--- src/rtl/bin_to_bcd_seq_if.sv ---
// ============================================================================
//  Module      : bin_to_bcd_seq_if
//  Description : Start/busy/done handshake and result bus for the sequential
//                binary-to-BCD converter. The blank vector exists only when
//                LEADING_ZERO_BLANK_EN is defined.
//  Revision    : 1.0 - initial release
// ============================================================================
`default_nettype none

interface bin_to_bcd_seq_if #(
    parameter int WIDTH  = 6,
    parameter int DIGITS = 2
);
    logic                  start;
    logic [WIDTH-1:0]      num;
    logic                  busy;
    logic                  done;
    logic [4*DIGITS-1:0]   bcd;
    logic                  overflow;
`ifdef LEADING_ZERO_BLANK_EN
    logic [DIGITS-1:0]     blank;

    // Requester side: issues operands, observes status and result
    modport master (
        output start, num,
        input  busy, done, bcd, overflow, blank
    );

    // Converter side
    modport slave (
        input  start, num,
        output busy, done, bcd, overflow, blank
    );
`else
    // Requester side: issues operands, observes status and result
    modport master (
        output start, num,
        input  busy, done, bcd, overflow
    );

    // Converter side
    modport slave (
        input  start, num,
        output busy, done, bcd, overflow
    );
`endif
endinterface

`default_nettype wire

--- src/rtl/bin_to_bcd_seq.sv ---
// ============================================================================
//  Module      : bin_to_bcd_seq
//  Description : Sequential binary-to-BCD converter (double dabble), one bit
//                per clock, start/busy/done handshake, saturating to all-9s
//                with a sticky overflow flag. Optional macro
//                LEADING_ZERO_BLANK_EN adds a registered leading-zero blank
//                vector alongside bcd.
//  Revision    : 1.0 - initial release
// ============================================================================
`default_nettype none

module bin_to_bcd_seq #(
    parameter int WIDTH  = 6,
    parameter int DIGITS = 2
) (
    input  wire logic         clk,
    input  wire logic         rst_n,
    bin_to_bcd_seq_if.slave   bus
);

    localparam int c_BCD_W = 4 * DIGITS;
    localparam int c_CNT_W = $clog2(WIDTH + 1);
    localparam logic [c_BCD_W-1:0] c_SAT     = {DIGITS{4'h9}};
    localparam logic [c_CNT_W-1:0] c_CNT_ONE = c_CNT_W'(1);
    localparam logic [c_CNT_W-1:0] c_CNT_LD  = c_CNT_W'(WIDTH);

    typedef enum logic [0:0] {
        IDLE  = 1'b0,
        SHIFT = 1'b1
    } state_t;

    state_t               r_state;
    state_t               w_state_next;
    logic                 w_accept;
    logic                 w_last;

    logic [WIDTH-1:0]     r_shift;
    logic [c_BCD_W-1:0]   r_scratch;
    logic [c_CNT_W-1:0]   r_cnt;
    logic                 r_ovf_sticky;
    logic                 r_busy;
    logic                 r_done;
    logic [c_BCD_W-1:0]   r_bcd;
    logic                 r_overflow;

    logic [c_BCD_W-1:0]   w_adj;
    logic [c_BCD_W-1:0]   w_scratch_next;
    logic                 w_carry;
    logic                 w_ovf_final;

    // Add-3 correction on every digit in parallel before the shift
    generate
        for (genvar gi = 0; gi < DIGITS; gi++) begin : g_adj
            logic [3:0] w_dig;
            assign w_dig            = r_scratch[4*gi +: 4];
            assign w_adj[4*gi +: 4] = (w_dig >= 4'd5) ? (w_dig + 4'd3) : w_dig;
        end
    endgenerate

    // Shift {scratch, shift} left by one; the bit leaving scratch is overflow
    assign w_scratch_next = {w_adj[c_BCD_W-2:0], r_shift[WIDTH-1]};
    assign w_carry        = w_adj[c_BCD_W-1];
    assign w_ovf_final    = r_ovf_sticky | w_carry;

`ifdef LEADING_ZERO_BLANK_EN
    logic [DIGITS-1:0]    r_blank;
    logic [DIGITS-1:0]    w_blank_next;

    // A digit blanks when it and every higher digit are zero; digit 0 never blanks
    assign w_blank_next[0] = 1'b0;
    generate
        for (genvar gb = 1; gb < DIGITS; gb++) begin : g_blank
            if (gb == DIGITS - 1) begin : g_top
                assign w_blank_next[gb] = (w_scratch_next[4*gb +: 4] == 4'd0);
            end else begin : g_mid
                assign w_blank_next[gb] = (w_scratch_next[4*gb +: 4] == 4'd0) &
                                          w_blank_next[gb+1];
            end
        end
    endgenerate

    assign bus.blank = r_blank;
`endif

    // State register
    always_ff @(posedge clk or negedge rst_n) begin
        if (!rst_n) begin
            r_state <= IDLE;
        end else begin
            r_state <= w_state_next;
        end
    end

    // Next-state decode: accept start only while idle, leave SHIFT on the last bit
    always_comb begin
        w_state_next = r_state;
        w_accept     = 1'b0;
        w_last       = 1'b0;
        case (r_state)
            IDLE: begin
                if (bus.start) begin
                    w_accept     = 1'b1;
                    w_state_next = SHIFT;
                end
            end
            SHIFT: begin
                if (r_cnt == c_CNT_ONE) begin
                    w_last       = 1'b1;
                    w_state_next = IDLE;
                end
            end
            default: w_state_next = IDLE;
        endcase
    end

    // Datapath: operand capture, per-bit shift, result publish on the last bit
    always_ff @(posedge clk or negedge rst_n) begin
        if (!rst_n) begin
            r_shift      <= '0;
            r_scratch    <= '0;
            r_cnt        <= '0;
            r_ovf_sticky <= 1'b0;
            r_busy       <= 1'b0;
            r_done       <= 1'b0;
            r_bcd        <= '0;
            r_overflow   <= 1'b0;
`ifdef LEADING_ZERO_BLANK_EN
            r_blank      <= '0;
`endif
        end else begin
            r_done <= 1'b0;
            if (w_accept) begin
                r_shift      <= bus.num;
                r_scratch    <= '0;
                r_ovf_sticky <= 1'b0;
                r_cnt        <= c_CNT_LD;
                r_busy       <= 1'b1;
            end else if (r_state == SHIFT) begin
                r_shift      <= {r_shift[WIDTH-2:0], 1'b0};
                r_scratch    <= w_scratch_next;
                r_ovf_sticky <= w_ovf_final;
                r_cnt        <= r_cnt - c_CNT_ONE;
                if (w_last) begin
                    r_bcd      <= w_ovf_final ? c_SAT : w_scratch_next;
                    r_overflow <= w_ovf_final;
`ifdef LEADING_ZERO_BLANK_EN
                    r_blank    <= w_ovf_final ? '0 : w_blank_next;
`endif
                    r_busy     <= 1'b0;
                    r_done     <= 1'b1;
                end
            end
        end
    end

    assign bus.busy     = r_busy;
    assign bus.done     = r_done;
    assign bus.bcd      = r_bcd;
    assign bus.overflow = r_overflow;

endmodule

`default_nettype wire

--- src/flat_wrapper.sv ---
// flat-port wrapper written by rule: the top's interface ports become plain ports
module bin_to_bcd_seq_flat 
#(
    parameter int WIDTH  = 6,
    parameter int DIGITS = 2
)
  (clk, rst_n, bus_start, bus_num, bus_busy, bus_done, bus_bcd, bus_overflow);
  bin_to_bcd_seq_if #(.WIDTH(WIDTH), .DIGITS(DIGITS)) bus_i ();
  input  wire logic clk;
  input  wire logic rst_n;
  input wire logic [$bits(bus_i.start)-1:0] bus_start;
  input wire logic [$bits(bus_i.num)-1:0] bus_num;
  output wire logic [$bits(bus_i.busy)-1:0] bus_busy;
  output wire logic [$bits(bus_i.done)-1:0] bus_done;
  output wire logic [$bits(bus_i.bcd)-1:0] bus_bcd;
  output wire logic [$bits(bus_i.overflow)-1:0] bus_overflow;
  assign bus_i.start = bus_start;
  assign bus_i.num = bus_num;
  assign bus_busy = bus_i.busy;
  assign bus_done = bus_i.done;
  assign bus_bcd = bus_i.bcd;
  assign bus_overflow = bus_i.overflow;
  bin_to_bcd_seq #(.WIDTH(WIDTH), .DIGITS(DIGITS)) u_core (.clk(clk), .rst_n(rst_n), .bus(bus_i));
endmodule
--- config.mk ---
export PLATFORM = sky130hd
export DESIGN_NAME = bin_to_bcd_seq_flat
export DESIGN_NICKNAME = d
export VERILOG_FILES = /design/src/rtl/bin_to_bcd_seq_if.sv /design/src/rtl/bin_to_bcd_seq.sv /design/src/flat_wrapper.sv
export SDC_FILE = /design/constraint.sdc
export NUM_CORES = 1
export LEC_CHECK = 0
export ABC_CLOCK_PERIOD_IN_PS = 3500
export CORE_ASPECT_RATIO = 0.5
export CORE_UTILIZATION = 30
export CTS_BUF_LIST = sky130_fd_sc_hd__clkbuf_4
export DETAILED_ROUTE_END_ITERATION = 10
export SLEW_MARGIN = 20
export SYNTH_ARGS = -nofsm -noshare
export SYNTH_HDL_FRONTEND = slang
export SYNTH_SLANG_ARGS = --single-unit
--- constraint.sdc ---
create_clock -name clk -period 3.5 [get_ports clk]
set_input_delay 0.7 -clock clk [delete_from_list [all_inputs] [get_ports clk]]
set_output_delay 0.7 -clock clk [all_outputs]
set_load 0.01 [all_outputs]
==> run summary <==
number of fill cells = 460
Rel. slew slack = 51.0%
synthesis-stage register bit count = 30
Die W = 101 um
DR vias/cell = 4.48
status = finished clean
most frequent cells after synthesis = dfrtp_1 (30), mux2i_1 (13), nand2_1 (12)
Top FF cell, synth = dfrtp_1
Max Slew Vio Count = 0
Clock Latency Late Sink = 0.34 ns
fmax = 514 MHz
average size of a mapped cell = 10.9 um2
peak fanout along the critical path = 2
Area Growth Syn to Fin = 23.1%
H-Tree Depth = 2
type of the most critical hold path = reg -> reg
Distinct cells, synth = 28
overall routing resource usage = 11.9%
CTS buffer count = 5
design area = 1810 um2
top cell type's share of synthesized area = 51.1%
sequential power share = 37.7%
Post-Synthesis Cell Area = 1470 um2
critical path required time = 2.80 ns
first-pass GRT wire length = 4600 um
vias in the first global route = 995
share of layout cells above drive strength 1 = 13.3%
area leader, netlist = dfrtp_1
largest net degree at the start of global routing = 31
Top delay family on crit path = buffers and inverters
Tcrit/Tclk final = 55.6%
data arrival time of the critical path = 1.24 ns
Peak VDD IR = 0.000241 V
largest cells by area after synthesis = dfrtp_1 (51%), mux2i_1 (8.9%), ha_1 (5.1%)
Least-Margin Pin Slew = 0.733 ns
final hold vios = 0
gp weighted congestion = 0.768
WL/cell = 12.2 um
maximum single-stage delay on the critical path = 0.55 ns
P_leak = 0.000812 uW
IO Port Bufs = 19
NetSw = 612 uW
via count = 1003
Final nets = 172
# hold bufs at CTS = 0
maxcap violations = 0
Syn Nets = 150
Post-synth ARST share = 100%
Syn Inst Count = 135
register area = 751 um2
CTS resizes = 0
Final setup viols = 0
CP max stage cell = clkdlybuf4s50_1
skew final = 0.0149 ns
fin cells = 224
minimum clock period after layout = 1.94 ns
DP Cell Count = 216
clk slew on worst S/H paths = 0.10 ns
row count = 17
CTS root buffer = clkbuf_4
die height = 51.5 um
Initial Util = 32.3%
Critical Path Sink Type = output port
multi-input logic area = 664 um2
CTS tree = built
Setup Buffers After CTS = 0
post-synthesis sequential area ratio = 51.1%
TritonRoute pass-1 iters = 4
Final Core Density = 39.8%
yosys warns = 0
gr ovfl total = 0
clock sink count = 30
initial antenna violation count = 0
setup TNS = 0 ns
drt initial violations = 42
Die ar. = 5200 um2
DRC = 0
I/O pin count = 20
CP bufs+invs = 1
Core Box Area = 4550 um2
placed wire-length estimate = 1920 um
Post-synth EDFFs = 0
RSZ-0062 raised after global routing = false
CP Class = reg -> out
Cell Int Power = 998 uW
Cell Chain, Critical Path = clkdlybuf4s50_1
cell with the most instances after synthesis = dfrtp_1
clock share of power = 16.9%
Longest Clk Path Bufs = 2
Area after DPL = 1730 um2
Logic pwr share = 45.3%
Worst setup SP type = flip-flop
Power Density = 889 nW/um2
Post-DRT Antenna Nets = 0
WL final = 2730 um
sw frac = 38.0%
Diodes inserted = 0
## power groups by stage
| stage | Clock, uW | Sequential [uW] | Combinational [uW] |
|---|---|---|---|
| floorplan | 0 | 622 | 485 |
| global placement | 0 | 611 | 714 |
| detailed placement | 0 | 615 | 743 |
| CTS | 280 | 608 | 742 |
| global route | 294 | 630 | 812 |
| finish | 273 | 607 | 730 |
## cells by family (layout without fill, tap and decap cells)
logic type               after synthesis  in the layout  synth area share, %
flip-flops                            30             30                 51.1
buffers and inverters                 14             37                 3.74
XOR/XNOR                               3              3                 1.79
AND/OR/NAND/NOR                       37             37                 12.9
multiplexers                          16             16                 11.1
adder cells (fa/ha/maj)                6              6                 5.11
AO/OA/AOI/OAI                         29             29                 14.3
## registers in the layout, indices dropped and copies added, names as in the netlist
register             count
u_core.r_ovf_sticky      1
u_core.r_state           1
u_core.bus.done          1
u_core.r_cnt             3
u_core.r_shift           6
u_core.bus.busy          1
u_core.r_scratch         8
u_core.bus.overflow      1
u_core.bus.bcd           8
## through the flow
step	hold WS [ns]	power, uW	setup WS [ns]
3_5_place_dp	0.474	1360	1.29
5_1_grt	0.525	1740	1.49
2_1_floorplan	0.404	1110	1.91
4_1_cts	0.492	1630	1.53
6_report	0.487	1610	1.56
3_3_place_gp	0.466	1320	1.30
## area by class of cell
type,count,area share (%)
clock buffers,5,2.07
clock inverters,3,2.21
repair buffers,21,11.3
inverters,8,1.66
well taps,66,4.56
multi-input cells,91,36.7
flip-flops and latches,30,41.5
## routing by layer
metal	share of wire, %	GRT usage (%)
met5	0	0
met4	0.37	6.28
met3	2.9	3.23
met2	47	19.6
met1	50	14.5
## layout by cell type (no fill, tap or decap)
master	n
nand2b_1	10
xnor2_1	3
a21o_1	1
a31oi_1	3
nor3b_2	1
mux2_2	3
bufinv_16	1
nor3_1	2
nor2_1	8
o31ai_2	4
nor3b_1	3
dfrtp_1	30
a211oi_2	1
o21ai_0	6
o21ai_4	1
o31ai_1	1
clkbuf_4	5
clkinv_1	1
buf_4	2
a211o_1	1
nand2_1	12
ha_1	6
clkinv_2	2
o21ai_1	1
inv_1	7
or2_2	1
a22o_1	1
mux2i_1	13
a21oi_1	9
clkdlybuf4s50_1	19
## worst paths after layout
check | from | end | slack, ns | cells after the start
max | u_core.bus.bcd[6] | bus_bcd[6] | 1.56 | 1
min | u_core.bus.bcd[1] | u_core.bus.bcd[1] | 0.49 | 2
max reg2reg | u_core.r_scratch[4] | u_core.bus.bcd[6] | 1.73 | 6
min reg2reg | u_core.bus.bcd[1] | u_core.bus.bcd[1] | 0.49 | 2
max in group asynchronous | rst_n | u_core.bus.bcd[5] | 2.46 | 2
min in group asynchronous | rst_n | u_core.r_shift[1] | 0.75 | 2
Note: power is estimated with default switching activity, not from simulation.
